File: src/rtl/dcdl_pkg.sv
// dcdl_pkg: shared widths, FSM states and sample classes for the delay-line code readback
package dcdl_pkg;
  localparam int COARSE_W = 16;
  localparam int FINE_W = 8;
  localparam int CODE_W = 10;
  typedef enum logic [1:0] {IDLE, ACQUIRE, LOCKED} state_t;
  typedef enum logic [1:0] {S_IDLE, S_VALID, S_ERR} sclass_t;
endpackage

File: src/rtl/onehot_check_enc.sv
// onehot_check_enc: checks a one-hot field against its complement and encodes its index
module onehot_check_enc #(
  parameter int N = 8
) (
  input  logic [N-1:0]         t,
  input  logic [N-1:0]         tb,
  output logic                 ok,
  output logic                 zero,
  output logic [$clog2(N)-1:0] idx
);
  localparam int IW = $clog2(N);
  assign zero = (t == '0) && (tb == '0);
  assign ok = $onehot(t) && (tb == ~t);
  // OR of set-bit positions; exact whenever the field is one-hot
  always_comb begin
    idx = '0;
    for (int i = 0; i < N; i++) idx = t[i] ? (idx | IW'(i)) : idx;
  end
endmodule

File: src/rtl/dcdl_code_readback.sv
// dcdl_code_readback: re-encodes the delay-line T/Tb bus, checks it and tracks lock
module dcdl_code_readback
  import dcdl_pkg::*;
#(
  parameter int LOCK_CNT = 8,
  parameter int ERR_W = 8
) (
  input  logic                clk_ext,
  input  logic                rst_n,
  input  logic                sample_en,
  input  logic [COARSE_W-1:0] T,
  input  logic [COARSE_W-1:0] Tb,
  input  logic [FINE_W-1:0]   T_f1,
  input  logic [FINE_W-1:0]   Tb_f1,
  input  logic [FINE_W-1:0]   T_f2,
  input  logic [FINE_W-1:0]   Tb_f2,
  input  logic                clr_err,
  output logic [CODE_W-1:0]   code_out,
  output logic                code_valid,
  output logic                code_err,
  output logic                code_change,
  output logic                locked,
  output logic [ERR_W-1:0]    err_cnt
);
  logic [COARSE_W-1:0] t_q, tb_q;
  logic [FINE_W-1:0] f1_q, f1b_q, f2_q, f2b_q;
  logic s1_v, s2_v;
  logic c_ok, c_zero, f1_ok, f1_zero, f2_ok, f2_zero;
  logic [3:0] c_idx;
  logic [2:0] f1_idx, f2_idx;
  sclass_t cls_d, s2_cls;
  logic [CODE_W-1:0] s2_code;
  state_t state_q, state_d;
  logic [7:0] cnt_q, cnt_d;
  logic is_valid, is_err, is_idle, same, chg_d, valid_d, locked_d, err_hit;

  onehot_check_enc #(.N(COARSE_W)) u_coarse (.t(t_q), .tb(tb_q), .ok(c_ok), .zero(c_zero), .idx(c_idx));
  onehot_check_enc #(.N(FINE_W)) u_fine1 (.t(f1_q), .tb(f1b_q), .ok(f1_ok), .zero(f1_zero), .idx(f1_idx));
  onehot_check_enc #(.N(FINE_W)) u_fine2 (.t(f2_q), .tb(f2b_q), .ok(f2_ok), .zero(f2_zero), .idx(f2_idx));

  assign cls_d = (c_zero && f1_zero && f2_zero) ? S_IDLE : (c_ok && f1_ok && f2_ok) ? S_VALID : S_ERR;
  assign is_valid = s2_cls == S_VALID;
  assign is_err = s2_cls == S_ERR;
  assign is_idle = s2_cls == S_IDLE;
  assign same = s2_code == code_out;

  // stage 1: capture the raw bus when qualified
  always_ff @(posedge clk_ext or negedge rst_n) begin
    if (!rst_n) begin
      s1_v <= 1'b0;
      {t_q, tb_q, f1_q, f1b_q, f2_q, f2b_q} <= '0;
    end else begin
      s1_v <= sample_en;
      if (sample_en) {t_q, tb_q, f1_q, f1b_q, f2_q, f2b_q} <= {T, Tb, T_f1, Tb_f1, T_f2, Tb_f2};
    end
  end

  // stage 2: register classification and encoded code
  always_ff @(posedge clk_ext or negedge rst_n) begin
    if (!rst_n) begin
      s2_v <= 1'b0;
      s2_cls <= S_IDLE;
      s2_code <= '0;
    end else begin
      s2_v <= s1_v;
      if (s1_v) begin
        s2_cls <= cls_d;
        s2_code <= {c_idx, f1_idx, f2_idx};
      end
    end
  end

  // FSM state and stability counter
  always_ff @(posedge clk_ext or negedge rst_n) begin
    if (!rst_n) begin
      state_q <= IDLE;
      cnt_q <= '0;
    end else begin
      state_q <= state_d;
      cnt_q <= cnt_d;
    end
  end

  // next state: only a completed sample advances the FSM
  always_comb begin
    state_d = state_q;
    cnt_d = cnt_q;
    if (s2_v) begin
      case (state_q)
        IDLE: if (is_valid) begin
          state_d = ACQUIRE;
          cnt_d = 8'd1;
        end
        ACQUIRE: if (is_valid && same) begin
          cnt_d = cnt_q + 8'd1;
          state_d = (cnt_d == 8'(LOCK_CNT)) ? LOCKED : ACQUIRE;
        end else if (is_valid) cnt_d = 8'd1;
        else if (is_err) cnt_d = 8'd0;
        else begin
          state_d = IDLE;
          cnt_d = 8'd0;
        end
        LOCKED: if (is_valid && !same) begin
          state_d = ACQUIRE;
          cnt_d = 8'd1;
        end else if (is_err) begin
          state_d = ACQUIRE;
          cnt_d = 8'd0;
        end else if (is_idle) begin
          state_d = IDLE;
          cnt_d = 8'd0;
        end
        default: state_d = IDLE;
      endcase
    end
  end

  // output decode; locked follows the next state so it drops with the exit from LOCKED
  always_comb begin
    valid_d = s2_v && is_valid;
    chg_d = valid_d && !same && (state_q != IDLE);
    locked_d = state_d == LOCKED;
    err_hit = s2_v && is_err;
  end

  // registered outputs, sticky error flag and saturating error count
  always_ff @(posedge clk_ext or negedge rst_n) begin
    if (!rst_n) begin
      code_out <= '0;
      code_valid <= 1'b0;
      code_change <= 1'b0;
      locked <= 1'b0;
      code_err <= 1'b0;
      err_cnt <= '0;
    end else begin
      code_out <= valid_d ? s2_code : code_out;
      code_valid <= valid_d;
      code_change <= chg_d;
      locked <= locked_d;
      if (clr_err) begin
        code_err <= err_hit;
        err_cnt <= ERR_W'(err_hit);
      end else if (err_hit) begin
        code_err <= 1'b1;
        err_cnt <= (err_cnt == '1) ? err_cnt : err_cnt + 1'b1;
      end
    end
  end
endmodule

File: config.mk
export PLATFORM = sky130hd
export DESIGN_NAME = dcdl_code_readback
export DESIGN_NICKNAME = d
export VERILOG_FILES = /design/src/rtl/dcdl_pkg.sv /design/src/rtl/onehot_check_enc.sv /design/src/rtl/dcdl_code_readback.sv
export SDC_FILE = /design/constraint.sdc
export NUM_CORES = 1
export LEC_CHECK = 0
export CELL_PAD_IN_SITES_DETAIL_PLACEMENT = 0
export CELL_PAD_IN_SITES_GLOBAL_PLACEMENT = 1
export CORE_UTILIZATION = 46
export DETAILED_ROUTE_END_ITERATION = 8
export PLACE_DENSITY_LB_ADDON = 0.1
export SLEW_MARGIN = 20
export SYNTH_ARGS = -nofsm -noshare
export SYNTH_HDL_FRONTEND = slang
export SYNTH_SLANG_ARGS = --single-unit
File: constraint.sdc
create_clock -name clk_ext -period 6.9 [get_ports clk_ext]
set_clock_uncertainty 0.05 [all_clocks]
set_input_delay 0.69 -clock clk_ext [delete_from_list [all_inputs] [get_ports clk_ext]]
set_output_delay 0.69 -clock clk_ext [all_outputs]
set_load 0.005 [all_outputs]
==> After elaboration in Yosys (flattened, before gate mapping) <==
Index checks and enable logic that the tools add are counted.
{ "classes": {"reduce_logical": 30, "n_addsub": 31, "eq_ne": 17, "bitwise_logic": 3, "n_mux": 53} }
{ "op_table": {"columns": ["cell", "n"], "rows": [
  ["2-to-1 mux 8 bit", 8],
  ["2-to-1 mux 3 bit", 12],
  ["adder 5 bit", 7],
  ["2-to-1 mux 2 bit", 17],
  ["adder 1 x 1 -> 2 bit", 16],
  ["zero test 16 bit", 2],
  ["zero test 8 bit", 4],
  ["2-to-1 mux 4 bit", 8],
  ["adder 4 bit", 6],
  ["case mux 8 bit (3 select lines)", 1],
  ["adder 8 x 1 -> 8 bit, second input constant", 2],
  ["== test 16 bit", 1],
  ["== test 8 bit", 2],
  ["logical AND 1 bit", 16],
  ["inverter 16 bit", 1],
  ["inverter 8 bit", 2],
  ["== test 10 bit", 1],
  ["== test 4 x 1 -> 1 bit, second input constant", 2],
  ["== test 8 x 4 -> 1 bit, second input constant", 1],
  ["== test 8 bit, second input constant", 1],
  ["== test 2 bit, second input constant", 3],
  ["2-to-1 mux 1 bit", 6],
  ["case mux 2 bit (3 select lines)", 1],
  ["== test 5 x 1 -> 1 bit, second input constant", 1],
  ["other kinds (9)", 13]
]} }
{ "totals": {"wordCells": 152, "register_bits": 110, "out_inout_bits": 22} }

==> Depth between registers and ports, before layout <==
{ "depth": {"ltp_word": 15, "depth_mapped": 18} }

==> Cells and area by module <==
A second synthesis with hierarchy kept.
{ "unflattened": {"hier_cells": 526, "area_unflattened_um2": 6115.9} }
{ "by_module_without_submodules": {"columns": ["mod", "cells_each", "instances", "seq_area_each_um2", "area_per_inst_um2"], "rows": [
  ["dcdl_code_readback", 355, 1, 2752.6, 4735.8],
  ["onehot_check_enc at u_coarse", 86, 1, 0.0, 678.2],
  ["onehot_check_enc at u_fine1", 43, 1, 0.0, 352.8],
  ["onehot_check_enc at u_fine2", 42, 1, 0.0, 349.1]
]} }

==> Least setup slack after synthesis <==
Ideal clock, no wire load.
{ "synth_path": {"path_type": "reg2reg", "from": "reg t_q[1]", "to": "reg s2_cls[1]", "slack_ns": 2.469, "path_buffers": 0, "stages_incl_launch_ff": 17, "period_less_slack_ns": 4.431, "required_ns": 6.720, "arrival_time_ns": 4.251, "path_cell_list": "dfrtp_1 > inv_1 > ha_1 > inv_1 > fa_1 > fa_1 > fa_1 > inv_1 > fa_1 > ha_1 > fa_1 > nor4_1 > nand4_1 > nor4_1 > o2111ai_1 > nand2b_1 > o21ai_1"} }
{ "synth_between": {"elab_chain_cells": 10} }
{ "synth_lines": {"columns": ["element", "line_no", "rtl"], "rows": [
  ["from (decl)", "dcdl_code_readback.sv:25", "logic [COARSE_W-1:0] t_q, tb_q;"],
  ["from (signal assigned)", "dcdl_code_readback.sv:54", "if (sample_en) {t_q, tb_q, f1_q, f1b_q, f2_q, f2b_q} <= {T, Tb, T_f1, Tb_f1, T_f2, Tb_f2};"],
  ["adder 1 x 1 -> 2 bit (implied by the code)", "onehot_check_enc.sv:13", "assign ok = $onehot(t) && (tb == ~t);"],
  ["adder 5 bit (implied by the code) (3 in a row)", "onehot_check_enc.sv:13", null],
  ["== test 5 x 1 -> 1 bit", "onehot_check_enc.sv:13", null],
  ["logical AND 1 bit", "onehot_check_enc.sv:13", null],
  ["logical AND 1 bit (2 in a row)", "dcdl_code_readback.sv:41", "assign cls_d = (c_zero && f1_zero && f2_zero) ? S_IDLE : (c_ok && f1_ok && f2_ok) ? S_VALID : S_ERR;"],
  ["2-to-1 mux 2 bit", "dcdl_code_readback.sv:41", null],
  ["2-to-1 mux 2 bit *", "dcdl_code_readback.sv:41", null],
  ["to (signal assigned)", "dcdl_code_readback.sv:67", "s2_cls <= cls_d;"],
  ["to (decl)", "dcdl_code_readback.sv:31", "sclass_t cls_d, s2_cls;"]
]} }
Mark *: on every way between the ends. The rest lies on a longest branch, timed or not.
A chain may end at the register's enable or synchronous reset.

==> Worst setup path in the final report <==
{ "layout_path": {"from": "reg t_q[7]", "to": "reg s2_cls[1]"} }
Same word-level chain as after synthesis.

==> impl_metrics.json <==
{
  "wirelength_um": 14200,
  "start_util_pct": 47.2,
  "rows": 42,
  "finalWorstSetupSlack_ps": 2160,
  "syn_inst": 594,
  "clk_latency_ps": 350,
  "ant_nets": 0,
  "leakagePower_nw": 3.43,
  "hp-class": "primary input to async pin",
  "cp_top_family": "adder cells",
  "grtUsageTotal_pct": 21.7,
  "coreArea_mm2": 0.0132,
  "num_antenna_cells": 0,
  "crit_slowest_cell": "fa_1",
  "outcome": "complete, no violations",
  "h-tree-depth": 3,
  "maxCapViolations": 0,
  "crit_top_cell": "fa_1",
  "post-route-period-util_pct": 68.7,
  "post_cts_resized": 0,
  "power_density_mw_per_mm2": 230,
  "post_cts_buffers": 0,
  "layout-drive-gt1-share_pct": 10.1,
  "finalNetCount": 814,
  "numCtsBuffers": 9,
  "crit_required_ps": 7060,
  "dp_hpwl_um": 11000,
  "cts_hold_buf": 0,
  "wl_per_cell_um": 16.5,
  "tightestPinTransition_ps": 918,
  "max_freq_mhz": 211,
  "async_flop_share_pct": 100,
  "post_drt_via_cell_ratio": 5.25,
  "numClockSinks": 110,
  "synth_largest_area_cell": "dfrtp_1",
  "cts_root_buf": "clkbuf_16",
  "cts_tree": "built",
  "ys_seq_area_share_pct": 44.0,
  "drtIter0Drc": 232,
  "drc": 0,
  "whs_ps": 191,
  "ys_warn_count": 0,
  "synth.avg_cell_area_um2": 10.5,
  "tns_ps": 0,
  "fp.dieW_um": 119,
  "worstPathArrival_ps": 4910,
  "crit_start": "t_q[7]",
  "cts.path.max_buffers": 2,
  "min_period_ps": 4740,
  "cp_slowest_stage_delay_ps": 540,
  "syn_nets": 729,
  "syn2layout_area_growth_pct": 21.6,
  "yosys.cell_types.count": 47,
  "first_pass_iters": 4,
  "rsz0062_at_grt": "no",
  "path_max_fanout": 6,
  "slew_headroom_pct": 38.8,
  "gp_congestion": 0.899,
  "design.die.area_mm2": 0.0141,
  "fp.dieH_um": 119,
  "final_hold_viol_count": 0,
  "ys.flop_type": "dfrtp_1",
  "end_kind": "register",
  "portBuffers": 89,
  "regArea_mm2": 0.00275,
  "dr_total_vias": 4514,
  "start_kind": "register",
  "yosys-top-cells-area": "dfrtp_1 44%, ha_1 9.6%, mux2_2 7.7%",
  "pre_cts_ws_ps": 2160,
  "grt_pass1_wl_um": 23400,
  "r2r-start": "t_q[7]",
  "fin_cells": 860,
  "path_buf_inv": 3,
  "peakVddDrop_mv": 0.179,
  "clk_pin_slew_ps": 70,
  "top_level_ports": 90,
  "r2r_slack_ps": 2160,
  "dp.cells": 844,
  "antenna_found_initial": 0,
  "setup_viol": 0,
  "synth-edff-count": 0,
  "grt_pass1_vias": 4598,
  "fill_cells": 1235,
  "synth_top_cell_area_share_pct": 44.0,
  "synth_area_mm2": 0.00625,
  "multi_input_area_mm2": 0.00314,
  "grt_overflow": 0,
  "grt_max_degree": 98,
  "worstPathCellList": "inv_1, ha_1, inv_1, fa_1, inv_1, fa_1, fa_1, fa_1, ha_1, fa_1, nor4_1, nand4_1, nor4_1, o2111ai_1, nand2b_1, o21ai_1",
  "crit_type": "register to register",
  "synth-seq-cells": 110,
  "slew_violations": 0
}
-- state kept, by name (all words and copies together) (netlist names), 8 cells and up --
name and count:
f1_q 8, err_cnt 8, tb_q 16, t_q 16, cnt_q 8, f2b_q 8, s2_code 10, f2_q 8
f1b_q 8, code_out 10
-- synthesized netlist by cell type, types with 5 or more instances --
cell type	number
clkbuf_1	12
o22ai_1	5
nor2_1	26
xnor2_1	11
a31oi_1	8
nor4_1	14
and3_1	5
a21oi_1	12
o21ai_0	43
nand4_1	21
xor2_1	35
nand2_1	44
fa_1	19
mux2_2	43
ha_1	48
inv_1	75
nor3_1	5
nand3_1	11
dfrtp_1	110
-- cell usage in the layout (no fill, tap or decap), drive strengths merged, types with 12 or more instances in the layout --
| master | n |
|---|---|
| nand4 | 21 |
| clkdlybuf4s50 | 87 |
| a21oi | 12 |
| inv | 77 |
| nor4 | 15 |
| nand2 | 44 |
| ha | 48 |
| nor2 | 26 |
| xor2 | 35 |
| o21ai | 46 |
| clkbuf | 13 |
| mux2 | 43 |
| dfrtp | 110 |
| fa | 19 |
-- layout make-up --
class	count	area share (%)
Timing Repair Buffer	92	12.0
Clock buffer	13	3.55
Clock inverter	3	0.346
Inverter	76	3.75
Multi-Input combinational cell	390	41.3
Tap cell	176	2.90
Sequential cell	110	36.2
-- final timing paths --
| path | end | depth (start not counted) |
|---|---|---|
| worst max-delay path | s2_cls[1] | 16 |
| worst min-delay path | cnt_q[6] | 1 |
| worst max register to register | s2_cls[1] | 16 |
| worst min register to register | code_err | 2 |
| max in group asynchronous | tb_q[2] | 2 |
| min in group clk_ext | code_err | 2 |
-- layer usage --
layer  up-vias  global-route usage [%]  routed length, µm
li1       2197                       -                  -
met1      2212                    29.1               6640
met2        89                    35.0               6670
met3        16                    4.83                557
met4         0                    7.04                320
met5         -                       0                  0
-- logic make-up after synthesis --
family	count (synthesis)	share of synthesized area (%)
flops	110	44.0
xor+xnor	46	6.45
compound gates	86	8.03
buf+inv	94	5.74
fa+ha+maj	67	15.7
simple gates	148	12.3
mux	43	7.75
-- where the power goes --
group	total [mW]	internal [mW]	switching [mW]	leakage, nW
Sequential	0.757	0.692	0.0645	1.34
Clock	0.516	0.278	0.238	0.146
Combinational	0.476	0.230	0.246	1.94
Total	1.75	1.20	0.548	3.43
-- metrics by stage --
step | instance area, µm² | power, mW | utilization (%)
4_1_cts | 7600 | 1.77 | 57.4
5_1_grt | 7600 | 1.88 | 57.4
3_5_place_dp | 7300 | 1.25 | 55.1
3_3_place_gp | 7300 | 1.23 | 55.1
2_1_floorplan | 6250 | 1.07 | -
6_report | 7600 | 1.75 | 57.4
(Power assumes the default switching activity.)
